[config.mk]
export PLATFORM = sky130hd
export DESIGN_NAME = pp_accum_pipe
export DESIGN_NICKNAME = d
export VERILOG_FILES = /design/src/rtl/pp_accum_pkg.sv /design/src/rtl/pp_term_align.sv /design/src/rtl/pp_accum_pipe.sv
export SDC_FILE = /design/constraint.sdc
export NUM_CORES = 1
export LEC_CHECK = 0
export ABC_AREA = 0
export BUFFER_PORTS_ARGS = -buffer_cell sky130_fd_sc_hd__clkbuf_2
export CAP_MARGIN = 15
export CORE_ASPECT_RATIO = 1.1
export CORE_MARGIN = 1.5
export CORE_UTILIZATION = 60
export CTS_BUF_LIST = sky130_fd_sc_hd__clkbuf_8
export DETAILED_ROUTE_END_ITERATION = 10
export HOLD_SLACK_MARGIN = 0.06
export PLACE_DENSITY = 0.81
export SETUP_SLACK_MARGIN = 0.4
export SLEW_MARGIN = 20
export SYNTH_ARGS = -nofsm -noshare
export SYNTH_HDL_FRONTEND = slang
export SYNTH_SLANG_ARGS = --single-unit
[constraint.sdc]
create_clock -name clk -period 5.22 [get_ports clk]
set_clock_uncertainty 0.15 [all_clocks]
set_input_delay 1.044 -clock clk [delete_from_list [all_inputs] [get_ports clk]]
set_output_delay 1.044 -clock clk [all_outputs]
set_load 0.1 [all_outputs]
[src/rtl/pp_accum_pkg.sv]
`default_nettype none
// ============================================================================
//  Module      : pp_accum_pkg
//  Description : Shared widths and the Booth term-alignment helper used by
//                the partial-product accumulate pipeline.
//  Revision    : 1.0 - initial release
// ============================================================================
package pp_accum_pkg;

   localparam int PP_W   = 9;
   localparam int NUM_PP = 4;
   localparam int PROD_W = 16;
   localparam int ACC_W  = 24;

   // Sign-extend one partial product, add its negate-correction bit and
   // weight it by 4^idx (radix-4 Booth digit position). Arithmetic wraps
   // at PROD_W bits.
   function automatic logic [PROD_W-1:0] term_align(
      input logic [PP_W-1:0] pp,
      input logic            sign,
      input int              idx
   );
      logic [PROD_W-1:0] t;
      t = {{(PROD_W-PP_W){pp[PP_W-1]}}, pp} + {{(PROD_W-1){1'b0}}, sign};
      return t << (2 * idx);
   endfunction

endpackage
`default_nettype wire

[src/rtl/pp_term_align.sv]
`default_nettype none
// ============================================================================
//  Module      : pp_term_align
//  Description : Combinational former of one weighted Booth term.
//  Revision    : 1.0 - initial release
// ============================================================================
module pp_term_align
   import pp_accum_pkg::*;
#(
   parameter int IDX = 0
)(
   input  logic [PP_W-1:0]   pp,
   input  logic              sign,
   output logic [PROD_W-1:0] term
);

   // Weighted term for digit position IDX
   assign term = term_align(pp, sign, IDX);

endmodule
`default_nettype wire

[src/rtl/pp_accum_pipe.sv]
`default_nettype none
// ============================================================================
//  Module      : pp_accum_pipe
//  Description : Two-stage valid/ready pipeline that sums four Booth partial
//                products into a 16-bit product and keeps a 24-bit signed
//                running accumulation with a sticky overflow flag.
//  Revision    : 1.0 - initial release
// ============================================================================
module pp_accum_pipe
   import pp_accum_pkg::*;
(
   input  logic              clk,
   input  logic              reset_n,
   input  logic              in_valid,
   output logic              in_ready,
   input  logic [PP_W-1:0]   pp0,
   input  logic [PP_W-1:0]   pp1,
   input  logic [PP_W-1:0]   pp2,
   input  logic [PP_W-1:0]   pp3,
   input  logic              sign0,
   input  logic              sign1,
   input  logic              sign2,
   input  logic              sign3,
   input  logic              acc_clr,
   output logic              out_valid,
   input  logic              out_ready,
   output logic [PROD_W-1:0] product,
   output logic [ACC_W-1:0]  acc,
   output logic              acc_ovf
);

   logic [PP_W-1:0]   pp_arr   [NUM_PP];
   logic              sign_arr [NUM_PP];
   logic [PROD_W-1:0] term_arr [NUM_PP];

   // Stage S1 state
   logic              s1_valid;
   logic [PROD_W-1:0] s01;
   logic [PROD_W-1:0] s23;
   logic              s1_clr;

   // Stage S2 state (product/acc/acc_ovf are the S2 registers themselves)
   logic              s2_valid;

   // Handshake and datapath nets
   logic              s2_adv;
   logic              s1_load;
   logic              s2_load;
   logic [PROD_W-1:0] prod_sum;
   logic [ACC_W-1:0]  prod_ext;
   logic [ACC_W-1:0]  acc_base;
   logic [ACC_W-1:0]  acc_sum;
   logic              ovf_now;

   assign pp_arr   = '{pp0, pp1, pp2, pp3};
   assign sign_arr = '{sign0, sign1, sign2, sign3};

   generate
      for (genvar g = 0; g < NUM_PP; g++) begin : g_term
         pp_term_align #(
            .IDX (g)
         ) u_align (
            .pp   (pp_arr[g]),
            .sign (sign_arr[g]),
            .term (term_arr[g])
         );
      end
   endgenerate

   // Ready chain: S2 frees when empty or draining; S1 frees when empty or
   // moving into S2. No dependence on in_valid.
   assign s2_adv    = !s2_valid || out_ready;
   assign in_ready  = !s1_valid || s2_adv;
   assign s1_load   = in_valid && in_ready;
   assign s2_load   = s1_valid && s2_adv;
   assign out_valid = s2_valid;

   // Final product sum and signed accumulate with overflow detection; an
   // acc_clr beat starts from zero rather than the current total.
   always_comb begin
      prod_sum = s01 + s23;
      prod_ext = {{(ACC_W-PROD_W){prod_sum[PROD_W-1]}}, prod_sum};
      acc_base = s1_clr ? '0 : acc;
      acc_sum  = acc_base + prod_ext;
      ovf_now  = (acc_base[ACC_W-1] == prod_ext[ACC_W-1]) &&
                 (acc_sum[ACC_W-1]  != acc_base[ACC_W-1]);
   end

   // Stage S1: capture pairwise term sums and the clear flag on accept
   always_ff @(posedge clk or negedge reset_n) begin
      if (!reset_n) begin
         s1_valid <= 1'b0;
         s01      <= '0;
         s23      <= '0;
         s1_clr   <= 1'b0;
      end else if (s1_load) begin
         s1_valid <= 1'b1;
         s01      <= term_arr[0] + term_arr[1];
         s23      <= term_arr[2] + term_arr[3];
         s1_clr   <= acc_clr;
      end else if (s2_adv) begin
         s1_valid <= 1'b0;
      end
   end

   // Stage S2: register product, accumulation and sticky overflow on load;
   // outputs hold while stalled.
   always_ff @(posedge clk or negedge reset_n) begin
      if (!reset_n) begin
         s2_valid <= 1'b0;
         product  <= '0;
         acc      <= '0;
         acc_ovf  <= 1'b0;
      end else if (s2_load) begin
         s2_valid <= 1'b1;
         product  <= prod_sum;
         acc      <= acc_sum;
         acc_ovf  <= s1_clr ? ovf_now : (acc_ovf | ovf_now);
      end else if (out_ready) begin
         s2_valid <= 1'b0;
      end
   end

endmodule
`default_nettype wire

==> results of run 1 <==
[layout by cell type (no fill, tap or decap), types with 4 or more instances in the layout]
cell type,synthesis,layout
o211ai_1,4,4
and3_1,12,12
mux2_2,6,6
xnor2_1,40,40
clkbuf_2,0,86
nor2b_1,29,29
ha_1,57,55
o21ai_1,2,4
fa_1,4,4
o21a_1,10,10
nor2_1,38,37
or3_1,5,5
xor2_1,23,23
nor4_1,4,4
nor3_1,9,9
clkbuf_8,0,10
o21ai_0,65,62
a21o_1,15,15
nand2_1,116,116
nand2b_1,5,5
o21bai_1,7,6
and2_1,7,7
buf_4,0,11
a21oi_1,33,32
a21boi_0,8,5
dfrtp_1,72,72
nand3_1,21,21
inv_1,38,39
a211oi_1,4,4
a211o_1,5,5
o31ai_1,7,7
[flip-flops by register name, indices dropped and copies added (netlist names)]
name       count
s23           12
product       16
acc           24
acc_ovf        1
s1_valid       1
s1_clr         1
out_valid      1
s01           16
[cells in the mapped netlist (7+ instances only)]
library cell  number
nor2b_1           29
ha_1              57
a21o_1            15
nand2_1          116
inv_1             38
a21boi_0           8
xor2_1            23
clkbuf_1          16
xnor2_1           40
o21bai_1           7
o31ai_1            7
and2_1             7
and3_1            12
o21ai_0           65
nor3_1             9
dfrtp_1           72
nor2_1            38
nand3_1           21
o21a_1            10
a21oi_1           33
[per-layer routing]
metal  vias up  track usage  wire, µm
li1       2626            -         -
met1      2446        0.336      5840
met2       184        0.441      6310
met3        31       0.0385       688
met4         0        0.110       342
met5         -            0         0
[cells by family after synthesis]
group           Yosys count  synth area share
simple gates            254             0.201
xor+xnor                 63            0.0942
buf+inv                  58            0.0385
fa+ha+maj                63             0.139
mux                       8            0.0150
flops                    72             0.308
compound gates          183             0.204
[final timing paths]
| kind | end | slack (ns) | startpoint |
|---|---|---|---|
| worst max-delay path | acc[23] | 0.53 | s23[4] |
| worst min-delay path | product[11] | 0.32 | product[11] |
| worst max register to register | acc[23] | 0.53 | s23[4] |
| worst min register to register | product[11] | 0.32 | product[11] |
| max in group asynchronous | s01[15] | 3.36 | reset_n |
| min in group asynchronous | acc[1] | 0.62 | reset_n |
[stage by stage]
stage | instances | area [µm²] | utilization | worst slack (ns)
after floorplan | 701 | 5860 | - | 0.640
after global routing | 913 | 6720 | 0.712 | 0.312
after global placement | 891 | 6400 | 0.677 | 0.384
final | 913 | 6720 | 0.712 | 0.530
after detailed placement | 891 | 6400 | 0.677 | 0.0865
after CTS | 908 | 6630 | 0.702 | 0.404
[area by class of cell]
cell class	instances	area, µm²	area share
Tap cell	117	146	0.0218
Inverter	39	146	0.0218
Sequential cell	72	1800	0.268
Clock inverter	6	83.8	0.0125
Multi-Input combinational cell	571	3890	0.578
Clock buffer	10	138	0.0205
Timing Repair Buffer	98	518	0.0771
[critical path: stages, from the launching register on]
cell and delay [ns]:
dfrtp_1 0.36, ha_1 0.20, inv_1 0.07, fa_1 0.40, nor2b_1 0.13, o21ai_1 0.09
a21boi_2 0.19, o21ai_1 0.11, a21boi_1 0.23, o21ai_2 0.10, a21boi_2 0.22, buf_4 0.15
or3_1 0.09, nand3_1 0.15, ha_4 0.30, a21o_1 0.15, a41o_1 0.25, a211o_1 0.31
and3_1 0.19, and3_1 0.17, o32a_1 0.32, a211o_1 0.23
[timing repair]
action / CTS / global route
pin swaps: 2 / 8
setup endpoints to repair: 5 / 9
resized for setup: 4 / 12
buffers inserted: 1 / 5
==> metrics.csv, run 1 <==
stage,metric,value,unit
status,status,"finished, final reports clean",
timing,setup_viol,0,
floorplanning,start_util,0.620,
grt,grt_max_degree,44,
grt,track_usage,0.261,
clock_network,cts_tree,built,
worst_setup_path,worstPathArrival,4.79,ns
worst_setup_path,crit_path_start_kind,flop,
worst_setup_path,endpoint_kind,flop,
timing,tns,0,ns
timing,fmax,213,MHz
synthesis,synth_top_area_frac,0.308,
timing,hold_ws,0.325,ns
hold_path,hold_depth,2,
grt,grt-ovfl-total,0,
synthesis,synth_area_leaders,"dfrtp_1, ha_1, nand2_1",
worst_setup_path,critPathKind,flop to flop,
clock_network,cts_made_buffers,9,
timing,relSlewSlack,0.315,
clock_network,h-tree-depth,3,
floorplanning,die_h,107,µm
route,wl_per_cell,14.4,µm
clock_network,ctsLongestPathBuffers,2,
timing,timing.final.crit_share,0.898,
route,firstDrtPassIters,6,
route,vias,5287,
timing,period_needed,4.69,ns
synthesis,syn_avg_cell_area,8.35,µm²
timing,hold_viol,0,
finish,area_growth_syn_to_layout,14.8,%
synthesis,yosysTopAreaCell,dfrtp_1,
synthesis,yosysWarnings,0,
finish,antenna_cells,0,
placed_design,port_buffers,87,
timing,final_max_slew_viol_count,0,
floorplanning,fp-row-count,37,
grt,antenna_found_initial,0,
flow_run,maxCapViolCount,0,
synthesis,synth-edff-count,0,
clock_network,clock-root-buffer,clkbuf_8,
clock_network,clkLatencyLatePin,0.36,ns
floorplanning,die_w,97.2,µm
placed_design,place_congestion,0.907,
grt,grt_pass1_wl,22100,µm
worst_setup_path,reg2reg_depth,21,
synthesis,ys_seq_elements,72,
synthesis,syn_inst,701,
route,drt_iter0_drc,333,
route,via_per_inst,5.79,
synthesis,yosysSeqAreaShare,0.308,
route,ant_nets,0,
clock_network,cts_hold_buf,0,
clock_network,path_clk_slew,0.07,ns
timing,tightest_slew,1.03,ns
synthesis,synthFlopType,dfrtp_1,
synthesis,async_flop_share,1.00,
synthesis,synth_nets,807,
hold_path,hold_class,flop to flop,
route,totalWireLength,13200,µm
finish,final_nets,897,
synthesis,netlist_area,5860,µm²
synthesis,yosysUniqueCellTypes,57,
floorplanning,dieArea,10400,µm²
grt,first_global_vias,4947,
floorplanning,core_area,9440,µm²
finish,drive_gt1_frac,0.173,
timing,rsz0062_at_grt,false,
worst_setup_path,crit_required,5.32,ns
route,post-route-drc-count,0,
floorplanning,ios,88,
worst_setup_path,cp_max_fo,5,
clock_network,clock_sinks,72,
finish,nFillCells,762,
placed_design,dp_hpwl,9840,µm
Power of run 1 is left out: the tool's default activity adds up to more than one toggle a clock period on the data nets, which glitch-free logic cannot reach.
==> run 2, diff against run 1 <==
--- a/config.mk
+++ b/config.mk
@@ -6,7 +6,7 @@
 export NUM_CORES = 1
 export LEC_CHECK = 0
 export ABC_AREA = 0
-export BUFFER_PORTS_ARGS = -buffer_cell sky130_fd_sc_hd__clkbuf_2
+export BUFFER_PORTS_ARGS = -buffer_cell sky130_fd_sc_hd__buf_2
 export CAP_MARGIN = 15
 export CORE_ASPECT_RATIO = 1.1
 export CORE_MARGIN = 1.5
@@ -14,7 +14,7 @@
 export CTS_BUF_LIST = sky130_fd_sc_hd__clkbuf_8
 export DETAILED_ROUTE_END_ITERATION = 10
 export HOLD_SLACK_MARGIN = 0.06
-export PLACE_DENSITY = 0.81
+export PLACE_DENSITY = 0.89
 export SETUP_SLACK_MARGIN = 0.4
 export SLEW_MARGIN = 20
 export SYNTH_ARGS = -nofsm -noshare
==> run 2 against run 1 <==
Net effect: routed wire length rose by 4.0%; largest cell class unchanged; final area is 0.30% lower; utilization fell by 0.21 points.
==> metrics.csv, run 2 (synthesized netlist as in run 1, its figures left out) <==
stage,metric,value,unit,change
timing,tightest_slew,0.683,ns,was 1.03 ns
grt,track_usage,0.271,,was 0.261
worst_setup_path,endpoint_kind,flop,,unchanged
route,wl_per_cell,15.1,µm,was 14.4 µm
clock_network,cts_made_buffers,9,,unchanged
finish,layout_commonest_cell,nand2_1,,unchanged
placed_design,port_buffers,87,,unchanged
clock_network,path_clk_slew,0.07,ns,about the same
grt,grt-ovfl-total,0,,unchanged
finish,stdcell_count,910,,was 913
placed_design,dpl.cell_count,891,,unchanged
clock_network,clkLatencyLatePin,0.36,ns,about the same
worst_setup_path,critPathKind,flop to flop,,unchanged
grt,grt_pass1_wl,23200,µm,was 22100 µm
clock_network,h-tree-depth,3,,unchanged
clock_network,cts_tree,built,,unchanged
timing,tns,0,ns,unchanged
floorplanning,die_h,107,µm,unchanged
clock_network,clock-root-buffer,clkbuf_8,,unchanged
floorplanning,fp-row-count,37,,unchanged
worst_setup_path,max_stage_delay,0.40,ns,about the same
grt,first_global_vias,5226,,was 4947
grt,antenna_found_initial,0,,unchanged
status,status,"finished, final reports clean",,unchanged
route,firstDrtPassIters,7,,was 6
finish,top_regs,"acc (24), product (16), s01 (16)",,unchanged
worst_setup_path,cp_max_fo,5,,unchanged
worst_setup_path,crit_required,5.32,ns,about the same
finish,final_nets,894,,was 897
placed_design,dp_hpwl,10300,µm,was 9840 µm
worst_setup_path,worstPathArrival,4.76,ns,was 4.79 ns
worst_setup_path,path_buf_inv,0,,was 2
finish,final_cell_mix,"nand2_1, buf_2, dfrtp_1",,"was nand2_1, clkbuf_2, dfrtp_1"
floorplanning,ios,88,,unchanged
hold_path,hold_class,flop to flop,,unchanged
worst_setup_path,cpLargestDelayFamily,compound AO/OA/AOI/OAI gates,,unchanged
route,drt_iter0_drc,355,,was 333
timing,relSlewSlack,0.544,,was 0.315
clock_network,cts_hold_buf,0,,unchanged
route,post-route-drc-count,0,,unchanged
worst_setup_path,crit_path_start_kind,flop,,unchanged
timing,period_needed,4.67,ns,was 4.69 ns
timing,hold_viol,0,,unchanged
clock_network,ctsLongestPathBuffers,2,,unchanged
clock_network,clock_sinks,72,,unchanged
finish,regArea,1800,µm²,unchanged
timing,rsz0062_at_grt,false,,unchanged
worst_setup_path,cp_slowest_cell,dfrtp_1,,was fa_1
route,ant_nets,0,,unchanged
finish,multi_input_area,3910,µm²,was 3890 µm²
floorplanning,core_area,9440,µm²,unchanged
timing,setup_viol,0,,unchanged
placed_design,place_congestion,0.922,,was 0.907
flow_run,maxCapViolCount,0,,unchanged
floorplanning,die_w,97.2,µm,unchanged
floorplanning,start_util,0.620,,unchanged
floorplanning,dieArea,10400,µm²,unchanged
timing,final_max_slew_viol_count,0,,unchanged
finish,drive_gt1_frac,0.172,,was 0.173
finish,final_util,0.710,,was 0.712
worst_setup_path,crit_chain,ha_1 > o211a_1 > a2111oi_4 > o21bai_2 > o21ai_0 > a21oi_1 > xnor2_1 > ha_1 > a21oi_4 > o211ai_1 > a21o_1 > a41o_1 > a211o_1 > a31o_4 > a211oi_4 > nor3_1 > a211o_1,,was ha_1 > inv_1 > fa_1 > nor2b_1 > o21ai_1 > a21boi_2 > o21ai_1 > a21boi_1 > o21ai_2 > a21boi_2 > buf_4 > or3_1 > nand3_1 > ha_4 > a21o_1 > a41o_1 > a211o_1 > and3_1 > and3_1 > o32a_1 > a211o_1
route,vias,5384,,was 5287
route,totalWireLength,13700,µm,was 13200 µm
finish,top_register,acc,,unchanged
finish,largest_register_ffs,24,,unchanged
timing,timing.final.crit_share,0.894,,was 0.898
timing,fmax,214,MHz,was 213 MHz
finish,area_growth_syn_to_layout,14.4,%,was 14.8%
finish,nFillCells,764,,was 762
grt,grt_max_degree,59,,was 44
finish,antenna_cells,0,,unchanged
route,via_per_inst,5.92,,was 5.79
run 2: cell count changes in the layout (fill, tap and decap cells not counted), moves of 2 or more:
cell / delta
buf_2: +85
clkinvlp_4: -2
clkbuf_2: -86
buf_4: -2
run 2: metrics by stage:
| step | hold WS, ns | setup slack, ns | cell area [µm²] |
|---|---|---|---|
| global route | 0.345 | 0.358 | 6700 |
| detailed placement | 0.309 | 0.110 | 6400 |
| finish | 0.322 | 0.554 | 6700 |
| CTS | 0.326 | 0.422 | 6610 |
| global placement | 0.303 | 0.402 | 6400 |
| floorplan | 0.300 | 0.640 | 5860 |
run 2: metal layers:
layer  share of wire  vias to the layer above  global-route usage
met2            0.50                      197               0.467
met1            0.43                     2538               0.343
met5               0                        -                   0
met3           0.053                       31              0.0456
met4           0.019                        0              0.0983
li1                -                     2618                   -
run 2: cell type report:
class | count | area share
inverter | 39 | 0.0218
multi-input combinational | 571 | 0.583
tap | 117 | 0.0218
clock inverter | 5 | 0.00709
clock buffer | 11 | 0.0226
timing repair buffer | 95 | 0.0743
sequential | 72 | 0.269
run 2: worst reg2reg max path: cells and delay by family, from the launching register on:
kind	cells	cell delay [ns]
DFF	1	0.40
AOI/OAI and AO/OA	13	3.02
xor gates and xnor gates	1	0.18
and+or+nand+nor	1	0.08
adders and majority gates	2	0.71
run 2: path summary, 6_finish.rpt:
path	start	endpoint	slack, ns	depth (start not counted)
hold / removal	product[7]	product[7]	0.32	2
setup / recovery	s01[6]	acc[21]	0.55	17
max in group asynchronous	reset_n	product[5]	3.62	2
min in group asynchronous	reset_n	acc[1]	0.53	1
hold reg to reg	product[7]	product[7]	0.32	2
setup reg to reg	s01[6]	acc[21]	0.55	17
run 2: timing repair:
item,CTS,global route
resized for setup,4,16
setup endpoints to repair,5,9
buffers inserted,1,2
pin swaps,2,9
Power of run 2 is left out for the same reason.
==> run 3, diff against run 2 <==
--- a/config.mk
+++ b/config.mk
@@ -14,7 +14,7 @@
 export CTS_BUF_LIST = sky130_fd_sc_hd__clkbuf_8
 export DETAILED_ROUTE_END_ITERATION = 10
 export HOLD_SLACK_MARGIN = 0.06
-export PLACE_DENSITY = 0.89
+export PLACE_DENSITY = 0.83
 export SETUP_SLACK_MARGIN = 0.4
 export SLEW_MARGIN = 20
 export SYNTH_ARGS = -nofsm -noshare
==> run 3 against run 2 <==
Net effect: sequential share of layout area fell by 0.050 points; count of clock-buffer cells in the layout fell by 2; largest cell class unchanged; final cell count rose by 0.88%; non-clock buffer count rose by 8; utilization rose by 0.13 points; setup slack improved by 0.060 ns; maximum frequency rose by 1.3%.
==> metrics.csv, run 3 (synthesized netlist as in run 1, its figures left out) <==
stage,metric,value,unit,change
grt,track_usage,0.269,,was 0.271
finish,layout_commonest_cell,nand2_1,,unchanged
timing,hold_viol,0,,unchanged
finish,final_nets,902,,was 894
route,drt_iter0_drc,286,,was 355
worst_setup_path,crit_top_cell,a211o_1,,
worst_setup_path,cp_max_fo,5,,unchanged
flow_run,maxCapViolCount,0,,unchanged
clock_network,cts_hold_buf,0,,unchanged
timing,final_max_slew_viol_count,0,,unchanged
finish,nFillCells,761,,was 764
worst_setup_path,cp_slowest_cell,dfrtp_1,,unchanged
worst_setup_path,reg2reg_from,s01[5],,was s01[6]
timing,tightest_slew,1.04,ns,was 0.683 ns
timing,timing.final.crit_share,0.882,,was 0.894
worst_setup_path,crit_required,5.33,ns,was 5.32 ns
worst_setup_path,max_stage_delay,0.40,ns,about the same
worst_setup_path,reg2reg_depth,17,,unchanged
timing,period_needed,4.61,ns,was 4.67 ns
worst_setup_path,reg2reg_slack,0.61,ns,was 0.55 ns
finish,top_register,acc,,unchanged
worst_setup_path,endpoint_kind,flop,,unchanged
timing,setup_viol,0,,unchanged
route,ant_nets,0,,unchanged
route,vias,5297,,was 5384
worst_setup_path,worstPathArrival,4.72,ns,was 4.76 ns
clock_network,clkLatencyLatePin,0.37,ns,was 0.36 ns
finish,top_regs,"acc (24), product (16), s01 (16)",,unchanged
grt,grt_pass1_wl,22900,µm,was 23200 µm
status,status,"finished, final reports clean",,unchanged
clock_network,cts_tree,built,,unchanged
floorplanning,fp-row-count,37,,unchanged
route,totalWireLength,13500,µm,was 13700 µm
worst_setup_path,crit_path_start_kind,flop,,unchanged
floorplanning,die_w,97.2,µm,unchanged
worst_setup_path,cp-endpoint,acc[21],,unchanged
placed_design,dp_hpwl,10200,µm,was 10300 µm
clock_network,path_clk_slew,0.09,ns,was 0.07 ns
worst_setup_path,critPathKind,flop to flop,,unchanged
timing,rsz0062_at_grt,false,,unchanged
route,post-route-drc-count,0,,unchanged
finish,antenna_cells,0,,unchanged
finish,final_cell_mix,"nand2_1, buf_2, dfrtp_1",,unchanged
floorplanning,ios,88,,unchanged
timing,fmax,217,MHz,was 214 MHz
finish,drive_gt1_frac,0.177,,was 0.172
clock_network,clock_sinks,72,,unchanged
worst_setup_path,r2r_end,acc[21],,unchanged
timing,tns,0,ns,unchanged
grt,grt_max_degree,50,,was 59
clock_network,clock-root-buffer,clkbuf_8,,unchanged
floorplanning,die_h,107,µm,unchanged
grt,first_global_vias,5063,,was 5226
clock_network,cts_made_buffers,9,,unchanged
finish,largest_register_ffs,24,,unchanged
placed_design,port_buffers,87,,unchanged
placed_design,place_congestion,0.888,,was 0.922
route,wl_per_cell,14.7,µm,was 15.1 µm
route,firstDrtPassIters,5,,was 7
hold_path,hold_class,flop to flop,,unchanged
floorplanning,start_util,0.620,,unchanged
route,via_per_inst,5.77,,was 5.92
worst_setup_path,startpoint,s01[5],,was s01[6]
clock_network,h-tree-depth,3,,unchanged
grt,grt-ovfl-total,0,,unchanged
grt,antenna_found_initial,0,,unchanged
worst_setup_path,crit_chain,ha_1 > a211o_1 > a2111oi_4 > o21bai_4 > o21ai_0 > a21oi_1 > xnor2_1 > ha_2 > a21oi_4 > o211ai_1 > a21o_1 > a41o_1 > a211o_1 > a31o_4 > a211oi_4 > nor3_1 > a211o_1,,was ha_1 > o211a_1 > a2111oi_4 > o21bai_2 > o21ai_0 > a21oi_1 > xnor2_1 > ha_1 > a21oi_4 > o211ai_1 > a21o_1 > a41o_1 > a211o_1 > a31o_4 > a211oi_4 > nor3_1 > a211o_1
floorplanning,core_area,9440,µm²,unchanged
finish,area_growth_syn_to_layout,14.7,%,was 14.4%
floorplanning,dieArea,10400,µm²,unchanged
timing,relSlewSlack,0.307,,was 0.544
clock_network,ctsLongestPathBuffers,2,,unchanged
[run 3: per-layer routing]
layer | up-vias | GRT usage | wire length [µm]
li1 | 2626 | - | -
met1 | 2496 | 0.342 | 5980
met2 | 156 | 0.463 | 6560
met3 | 19 | 0.0372 | 649
met4 | 0 | 0.111 | 293
met5 | - | 0 | 0
[run 3: timing repair]
| item | 4_1_cts | 5_1_grt |
|---|---|---|
| buffers inserted | 0 | 11 |
| endpoints found under the setup margin | 5 | 9 |
| resized for setup | 3 | 14 |
| endpoints found under the hold margin | 0 | 0 |
| pin swaps | 1 | 13 |
[run 3: stage by stage]
step	instance area, µm²	util	worst slack (ns)	hold WS, ns	instances
after CTS	6570	0.696	0.409	0.325	907
after global placement	6400	0.677	0.375	0.302	891
after detailed placement	6400	0.677	0.151	0.308	891
after floorplan	5860	-	0.640	0.300	701
after global routing	6710	0.711	0.330	0.346	918
final	6710	0.711	0.614	0.319	918
[run 3: worst max-delay path: cells and delay by family, from the launching register on]
| kind | cells | cell delay [ns] |
|---|---|---|
| AO/OA/AOI/OAI | 13 | 3.02 |
| adder cells (fa/ha/maj) | 2 | 0.69 |
| XOR/XNOR | 1 | 0.18 |
| AND/OR/NAND/NOR | 1 | 0.07 |
| flip-flops | 1 | 0.40 |
[run 3: final cells by class]
| type | instances | area [µm²] | share of cell area |
|---|---|---|---|
| clock inverter | 7 | 48.8 | 0.00727 |
| tap | 117 | 146 | 0.0218 |
| inverter | 39 | 146 | 0.0218 |
| timing repair buffer | 103 | 556 | 0.0827 |
| multi-input combinational | 571 | 3890 | 0.580 |
| clock buffer | 9 | 124 | 0.0184 |
| sequential | 72 | 1800 | 0.268 |
[run 3: worst min-delay path by stage]
stage / cells past startpoint / to / from
detailed placement: 2 / product[11] / product[11]
global placement: 2 / product[9] / product[9]
CTS: 2 / product[11] / product[11]
global route: 2 / product[8] / product[8]
finish: 2 / product[11] / product[11]
floorplan: 2 / s23[4] / s23[4]
Power of run 3 is left out for the same reason.
